**config.mk**
```make
export PLATFORM = sky130hd
export DESIGN_NAME = sysarr_fifo_bank_flat
export DESIGN_NICKNAME = d
export VERILOG_FILES = /design/src/rtl/sysarr_fifo_bank_if.sv /design/src/rtl/sysarr_fifo_bank.sv /design/src/flat_wrapper.sv
export SDC_FILE = /design/constraint.sdc
export NUM_CORES = 1
export LEC_CHECK = 0
export ABC_CLOCK_PERIOD_IN_PS = 2500
export CORE_MARGIN = 4
export CORE_UTILIZATION = 57
export DETAILED_ROUTE_END_ITERATION = 10
export GPL_TIMING_DRIVEN = 0
export PLACE_DENSITY = 0.9
export REMOVE_ABC_BUFFERS = 1
export SETUP_SLACK_MARGIN = 0.2
export SYNTH_ARGS = -nofsm -noshare
export SYNTH_HDL_FRONTEND = slang
export SYNTH_SLANG_ARGS = --single-unit
```
**constraint.sdc**
```tcl
create_clock -name clk -period 2.5 [get_ports clk]
set_input_delay 0.5 -clock clk [delete_from_list [all_inputs] [get_ports clk]]
set_output_delay 0.5 -clock clk [all_outputs]
set_load 0.005 [all_outputs]
```
**src/rtl/sysarr_fifo_bank_if.sv**
```systemverilog
// Handshake/bus bundle for sysarr_fifo_bank.
//   master: drives clear/load/load_vals/shift, observes lane heads and status
//   slave : the FIFO bank itself
// Parameters mirror the bank: NUM_CH lanes, DW bits per word, DEPTH entries.
interface sysarr_fifo_bank_if #(
  parameter int NUM_CH = 4,
  parameter int DW     = 8,
  parameter int DEPTH  = 4
);
  localparam int CW = $clog2(DEPTH + 1);

  logic                   clear;
  logic                   load;
  logic [NUM_CH*DW-1:0]   load_vals;
  logic                   shift;
  logic [NUM_CH*DW-1:0]   out_vals;
  logic [NUM_CH-1:0]      out_valid;
  logic                   full;
  logic                   empty_all;
  logic [CW-1:0]          count;
  logic                   overflow;
  logic                   underflow;

  modport master (
    output clear, load, load_vals, shift,
    input  out_vals, out_valid, full, empty_all, count, overflow, underflow
  );

  modport slave (
    input  clear, load, load_vals, shift,
    output out_vals, out_valid, full, empty_all, count, overflow, underflow
  );
endinterface

```
**src/rtl/sysarr_fifo_bank.sv**
```systemverilog
// Multi-channel operand FIFO bank feeding one edge of the systolic array.
// One FIFO lane per array row/column; every load writes a full NUM_CH-word
// vector, each lane pops independently so lanes can be skewed for wavefront
// entry. Non-power-of-two DEPTH supported; sticky overflow/underflow flags.
//
// Ports:
//   clk   - clock, rising edge
//   nRST  - asynchronous active-low reset
//   bus   - sysarr_fifo_bank_if.slave (clear, load, load_vals, shift in;
//           out_vals, out_valid, full, empty_all, count, overflow, underflow out)
//
// Build option: SYSARR_FIFO_SKEW_EN -- when defined, lane c pops c cycles after
// lane 0 (shift delayed through a NUM_CH-1 stage register). When undefined all
// lanes pop on shift in lockstep.

// Single lane: storage, read pointer, occupancy. Write pointer is shared and
// supplied by the bank so all lanes write the same slot.
module sysarr_fifo_lane #(
  parameter int DEPTH = 4,
  parameter int DW    = 8,
  parameter int PW    = $clog2(DEPTH),
  parameter int CW    = $clog2(DEPTH + 1)
) (
  input  logic          clk,
  input  logic          nRST,
  input  logic          clear,
  input  logic          wr_en,
  input  logic [PW-1:0] wr_ptr,
  input  logic [DW-1:0] wr_data,
  input  logic          pop,
  output logic [DW-1:0] head,
  output logic [CW-1:0] cnt
);
  logic [DW-1:0] mem [DEPTH];
  logic [PW-1:0] rd_ptr;
  logic          dec;

  assign dec  = pop && (cnt != '0);
  assign head = (cnt != '0) ? mem[rd_ptr] : '0;

  // mem is not touched by clear; stale data is masked by cnt==0.
  always_ff @(posedge clk or negedge nRST) begin
    if (!nRST) begin
      for (int i = 0; i < DEPTH; i++) mem[i] <= '0;
    end else if (wr_en) begin
      mem[wr_ptr] <= wr_data;
    end
  end

  always_ff @(posedge clk or negedge nRST) begin
    if (!nRST) begin
      rd_ptr <= '0;
      cnt    <= '0;
    end else if (clear) begin
      rd_ptr <= '0;
      cnt    <= '0;
    end else begin
      if (dec) rd_ptr <= (rd_ptr == PW'(DEPTH - 1)) ? '0 : rd_ptr + 1'b1;
      case ({wr_en, dec})
        2'b10:   cnt <= cnt + 1'b1;
        2'b01:   cnt <= cnt - 1'b1;
        default: cnt <= cnt;
      endcase
    end
  end
endmodule

module sysarr_fifo_bank #(
  parameter int NUM_CH = 4,
  parameter int DEPTH  = 4,
  parameter int DW     = 8
) (
  input  logic                clk,
  input  logic                nRST,
  sysarr_fifo_bank_if.slave   bus
);
  localparam int PW = $clog2(DEPTH);
  localparam int CW = $clog2(DEPTH + 1);

  logic [NUM_CH-1:0][CW-1:0] cnt;
  logic [NUM_CH-1:0][DW-1:0] head;
  logic [NUM_CH-1:0]         pop;
  logic [NUM_CH-1:0]         udf;
  logic [PW-1:0]             wr_ptr;
  logic                      wr_en;
  logic                      full;
  logic                      ovf_q, udf_q;

  // Last lane pops last, so it always holds the most entries.
  assign full  = (cnt[NUM_CH-1] == CW'(DEPTH));
  assign wr_en = bus.load && !full && !bus.clear;

`ifdef SYSARR_FIFO_SKEW_EN
  if (NUM_CH > 1) begin : g_skew
    // vld_pipe[c-1] holds shift delayed c cycles: pop[c] = pop[c-1] one cycle late.
    logic [NUM_CH-2:0] vld_pipe;
    always_ff @(posedge clk or negedge nRST) begin
      if (!nRST)          vld_pipe <= '0;
      else if (bus.clear) vld_pipe <= '0;
      else                vld_pipe <= pop[NUM_CH-2:0];
    end
    assign pop = {vld_pipe, bus.shift};
  end else begin : g_noskew
    assign pop = bus.shift;
  end
`else
  assign pop = {NUM_CH{bus.shift}};
`endif

  always_ff @(posedge clk or negedge nRST) begin
    if (!nRST)          wr_ptr <= '0;
    else if (bus.clear) wr_ptr <= '0;
    else if (wr_en)     wr_ptr <= (wr_ptr == PW'(DEPTH - 1)) ? '0 : wr_ptr + 1'b1;
  end

  for (genvar c = 0; c < NUM_CH; c++) begin : g_lane
    sysarr_fifo_lane #(.DEPTH(DEPTH), .DW(DW), .PW(PW), .CW(CW)) u_lane (
      .clk     (clk),
      .nRST    (nRST),
      .clear   (bus.clear),
      .wr_en   (wr_en),
      .wr_ptr  (wr_ptr),
      .wr_data (bus.load_vals[c*DW +: DW]),
      .pop     (pop[c]),
      .head    (head[c]),
      .cnt     (cnt[c])
    );
    assign udf[c]                   = pop[c] && (cnt[c] == '0);
    assign bus.out_valid[c]         = (cnt[c] != '0);
    assign bus.out_vals[c*DW +: DW] = head[c];
  end

  // Sticky error flags; full is taken from registered state, so a same-cycle
  // pop never rescues a load into a full bank.
  always_ff @(posedge clk or negedge nRST) begin
    if (!nRST) begin
      ovf_q <= 1'b0;
      udf_q <= 1'b0;
    end else if (bus.clear) begin
      ovf_q <= 1'b0;
      udf_q <= 1'b0;
    end else begin
      if (bus.load && full) ovf_q <= 1'b1;
      if (|udf)             udf_q <= 1'b1;
    end
  end

  assign bus.full      = full;
  assign bus.empty_all = ~|bus.out_valid;
  assign bus.count     = cnt[NUM_CH-1];
  assign bus.overflow  = ovf_q;
  assign bus.underflow = udf_q;
endmodule

```
**src/flat_wrapper.sv**
```systemverilog
// flat-port wrapper written by rule: the top's interface ports become plain ports
module sysarr_fifo_bank_flat 
#(
  parameter int NUM_CH = 4,
  parameter int DEPTH  = 4,
  parameter int DW     = 8
)
  (clk, nRST, bus_clear, bus_load, bus_load_vals, bus_shift, bus_out_vals, bus_out_valid, bus_full, bus_empty_all, bus_count, bus_overflow, bus_underflow);
  sysarr_fifo_bank_if #(.NUM_CH(NUM_CH), .DW(DW), .DEPTH(DEPTH)) bus_i ();
  input  logic clk;
  input  logic nRST;
  input wire logic [$bits(bus_i.clear)-1:0] bus_clear;
  input wire logic [$bits(bus_i.load)-1:0] bus_load;
  input wire logic [$bits(bus_i.load_vals)-1:0] bus_load_vals;
  input wire logic [$bits(bus_i.shift)-1:0] bus_shift;
  output wire logic [$bits(bus_i.out_vals)-1:0] bus_out_vals;
  output wire logic [$bits(bus_i.out_valid)-1:0] bus_out_valid;
  output wire logic [$bits(bus_i.full)-1:0] bus_full;
  output wire logic [$bits(bus_i.empty_all)-1:0] bus_empty_all;
  output wire logic [$bits(bus_i.count)-1:0] bus_count;
  output wire logic [$bits(bus_i.overflow)-1:0] bus_overflow;
  output wire logic [$bits(bus_i.underflow)-1:0] bus_underflow;
  assign bus_i.clear = bus_clear;
  assign bus_i.load = bus_load;
  assign bus_i.load_vals = bus_load_vals;
  assign bus_i.shift = bus_shift;
  assign bus_out_vals = bus_i.out_vals;
  assign bus_out_valid = bus_i.out_valid;
  assign bus_full = bus_i.full;
  assign bus_empty_all = bus_i.empty_all;
  assign bus_count = bus_i.count;
  assign bus_overflow = bus_i.overflow;
  assign bus_underflow = bus_i.underflow;
  sysarr_fifo_bank #(.NUM_CH(NUM_CH), .DEPTH(DEPTH), .DW(DW)) u_core (.clk(clk), .nRST(nRST), .bus(bus_i));
endmodule
```
==> out/metrics.cfg <==
[setup_path]
max_stage_delay_ps = 480
crit_type = reg -> out
path_cells = buf_6 -> buf_12 -> buf_6 -> buf_6 -> mux4_2 -> and2_4 -> buf_6
cp_common_cell = buf_6
crit_fanout = 5
cp_data_arrival_time_ps = 2040
r2r_slack_ps = 150
cp_data_required_time_ps = 2000
endpoint_kind = primary output
rr_startpoint = u_core.g_lane[1].u_lane.cnt[0]
worst-path-buf-inv = 5
crit_slowest_cell = dfrtp_4
r2r_end = u_core.g_lane[1].u_lane.cnt[2]
crit_path_start_kind = register
reg2reg_depth = 8
path_delay_family = buffers and inverters

[drt]
drtAntennaViolNets = 0
wl_per_cell_um = 22.0
drt_iter0_markers = 322
dr.pass1.iters = 4
drt-total-wl_um = 18200
vias_per_cell = 5.75
num_vias = 4748
drc_errors = 0

[sta]
rsz0062_at_grt = true
relSlewSlack_pct = 36.7
setup_viol = 1
max_freq_mhz = 394
worstMarginPinSlew_ps = 950
drv_slew = 0
post-route-period-util_pct = 101
tns_ps = -36.0
hold_viol = 0
fin_worst_skew_ps = 14.0
timing.final.ws_setup_ps = -36.0
period_minus_slack_ps = 2540

[logic_synthesis]
yosysSeqAreaShare_pct = 52.7
ys_warn_count = 0
synth_top_area_cell = dfrtp_1
netlist.area_leader.share_pct = 52.7
syn-instance-count = 498
synthTopCellsByArea = dfrtp_1 (53%), mux2_1 (21%), mux4_2 (10%), and2_1 (2.1%), nor2b_1 (1.3%)
ys_types = 35
synth_seq_cells = 152
avgSynthCellArea_um2 = 14.5
netlist_area_um2 = 7220

[cts]
cts_buffer_depth = 2
cts-root-buf = clkbuf_16
numCtsBuffers = 17
worstSkewPairLatency_ps = 430
clk_pin_slew_ps = 60
cts_tree = yes
cts_max_level = 4
cts_sinks = 152

[final_layout]
final_common_cell = dfrtp_1
drive_above_1_share_pct = 37.2
most-common-layout-cells = dfrtp_1 (143), mux2_1 (133), buf_6 (46)
area_growth_pct = 35.9
antenna_cells = 0
nFillCells = 667
fin_area_um2 = 9800
fin_cells = 826
final_nets = 693

[min_path]
hold_class = in -> async

[grt]
grt_max_degree = 92
antenna_found_initial = 0
grt_pass1_wl_um = 26800
grt_pass1_vias = 5251
overflow = 0
grt_usage_pct = 24.1

[floorplan]
dieArea_um2 = 14500
fp-row-count = 40
fp.coreArea_um2 = 12200
io_pins = 80
fp.dieH_um = 121
fp.dieW_um = 121
start_util_pct = 59.1

[place]
place_area_um2 = 8110
gp_congestion = 0.737
dpl.hpwl_um = 9430
portBuffers = 79
dp.cells = 716

[pwr]
leakage_uw = 0.00448
power.density_nw_per_um2 = 1280
ir_worst_vdd_mv = 0.856

[run]
max_cap_viol_count = 0

[outcome]
status = complete, but fails checks
violations = setup timing

==> worst register-to-register path, stage by stage (launching register included) <==
cell and delay, ps:
dfrtp_1 460, or3_4 420, buf_12 170, nand2_8 80
nor2_4 50, fa_2 390, and3_4 180, mux2i_1 150
mux2_1 340
==> repair_timing <==
| item | CTS | global route |
|---|---|---|
| pin swaps | 21 | 25 |
| hold buffers | 0 | 0 |
| cloned | 1 | 3 |
| endpoints found under the setup margin | 174 | 34 |
| resized for setup | 215 | 67 |
| buffers inserted | 45 | 29 |
==> flip-flops by register name, summed over array words and instances (netlist names) <==
signal and flops:
u_core.wr_ptr 2, u_core.g_lane.u_lane.cnt 12, u_core.bus.overflow 1, u_core.g_lane.u_lane.mem 128, u_core.g_lane.u_lane.rd_ptr 8, u_core.bus.underflow 1
==> synth_stat cells <==
| cell type | instances |
|---|---|
| dfrtp_1 | 152 |
| mux2_1 | 135 |
| mux4_2 | 32 |
| and2_1 | 24 |
| nor2_1 | 16 |
| nor2b_1 | 15 |
| a21oi_1 | 14 |
| buf_4 | 12 |
| clkbuf_1 | 11 |
| nand2_1 | 10 |
| nand2b_1 | 9 |
| buf_2 | 8 |
| ha_1 | 7 |
| mux2i_1 | 7 |
| or3_1 | 7 |
| xnor2_1 | 6 |
| nand3_1 | 5 |
| fa_1 | 4 |
| and3_1 | 3 |
| inv_1 | 3 |
| nand2_2 | 3 |
| inv_2 | 2 |
| a211o_1 | 1 |
| a21o_1 | 1 |
| buf_6 | 1 |
| nand2_4 | 1 |
| nand4_1 | 1 |
| nor2_4 | 1 |
| nor3b_2 | 1 |
| nor4_1 | 1 |
| o2111ai_1 | 1 |
| o21ai_0 | 1 |
| o31ai_2 | 1 |
| or2_1 | 1 |
| or3b_1 | 1 |
==> power by group <==
group / leakage, uW / total, uW / switching, uW / internal [uW]
Combinational: 0.00226 / 5750 / 2160 / 3590
Sequential: 0.00191 / 4200 / 669 / 3530
Clock: 0.000306 / 2640 / 975 / 1670
Total: 0.00448 / 12600 / 3810 / 8790
==> layer usage <==
layer / share of wire, % / vias to the layer above / global-route usage (%) / wire length [um]
met2: 54 / 137 / 41.2 / 9720
li1: - / 2077 / - / -
met5: 0 / - / 0 / 0
met1: 39 / 2498 / 29.7 / 7130
met3: 4.8 / 36 / 7.25 / 872
met4: 2.4 / 0 / 7.15 / 441
==> area by class of cell <==
type	instances	area (um2)	share of cell area, %
inverters	5	21.3	0.217
clock inverters	9	120	1.23
repair buffers	160	1660	16.9
clock buffers	23	488	4.98
flip-flops and latches	152	3820	39.0
well taps	168	210	2.14
multi-input cells	309	3480	35.5
==> metrics by stage <==
step                      hold WS, ps  util (%)  total power, uW  setup slack [ps]
after floorplan                   204         -             6240              -320
after global placement            462      65.8             7640             -4660
after detailed placement          474      66.4             7950             -1120
after CTS                        60.5      76.1            11500             -67.2
after global routing             83.4      80.3            13200             -86.8
final                            43.2      80.3            12600             -36.0
==> worst max path at each step <==
stage / startpoint / to / slack, ps / cells past startpoint
floorplan: u_core.g_lane[3].u_lane.cnt[2] / u_core.g_lane[0].u_lane.mem[24] / -320 / 4
global placement: nRST / u_core.g_lane[3].u_lane.mem[12] / -4660 / 1
detailed placement: bus_clear / u_core.g_lane[1].u_lane.mem[6] / -1120 / 5
CTS: u_core.g_lane[0].u_lane.rd_ptr[0] / bus_out_vals[2] / -70 / 4
global route: u_core.g_lane[2].u_lane.rd_ptr[0] / bus_out_vals[16] / -90 / 7
finish: u_core.g_lane[2].u_lane.rd_ptr[0] / bus_out_vals[16] / -40 / 7
==> cell families after synthesis <==
| kind of cell | after synthesis | share of synthesized area, % |
|---|---|---|
| compound gates | 19 | 1.56 |
| buf+inv | 37 | 2.79 |
| flops | 152 | 52.7 |
| fa+ha+maj | 11 | 2.32 |
| xor+xnor | 6 | 0.728 |
| simple gates | 99 | 7.86 |
| mux | 174 | 32.0 |
(Power assumes the default switching activity.)
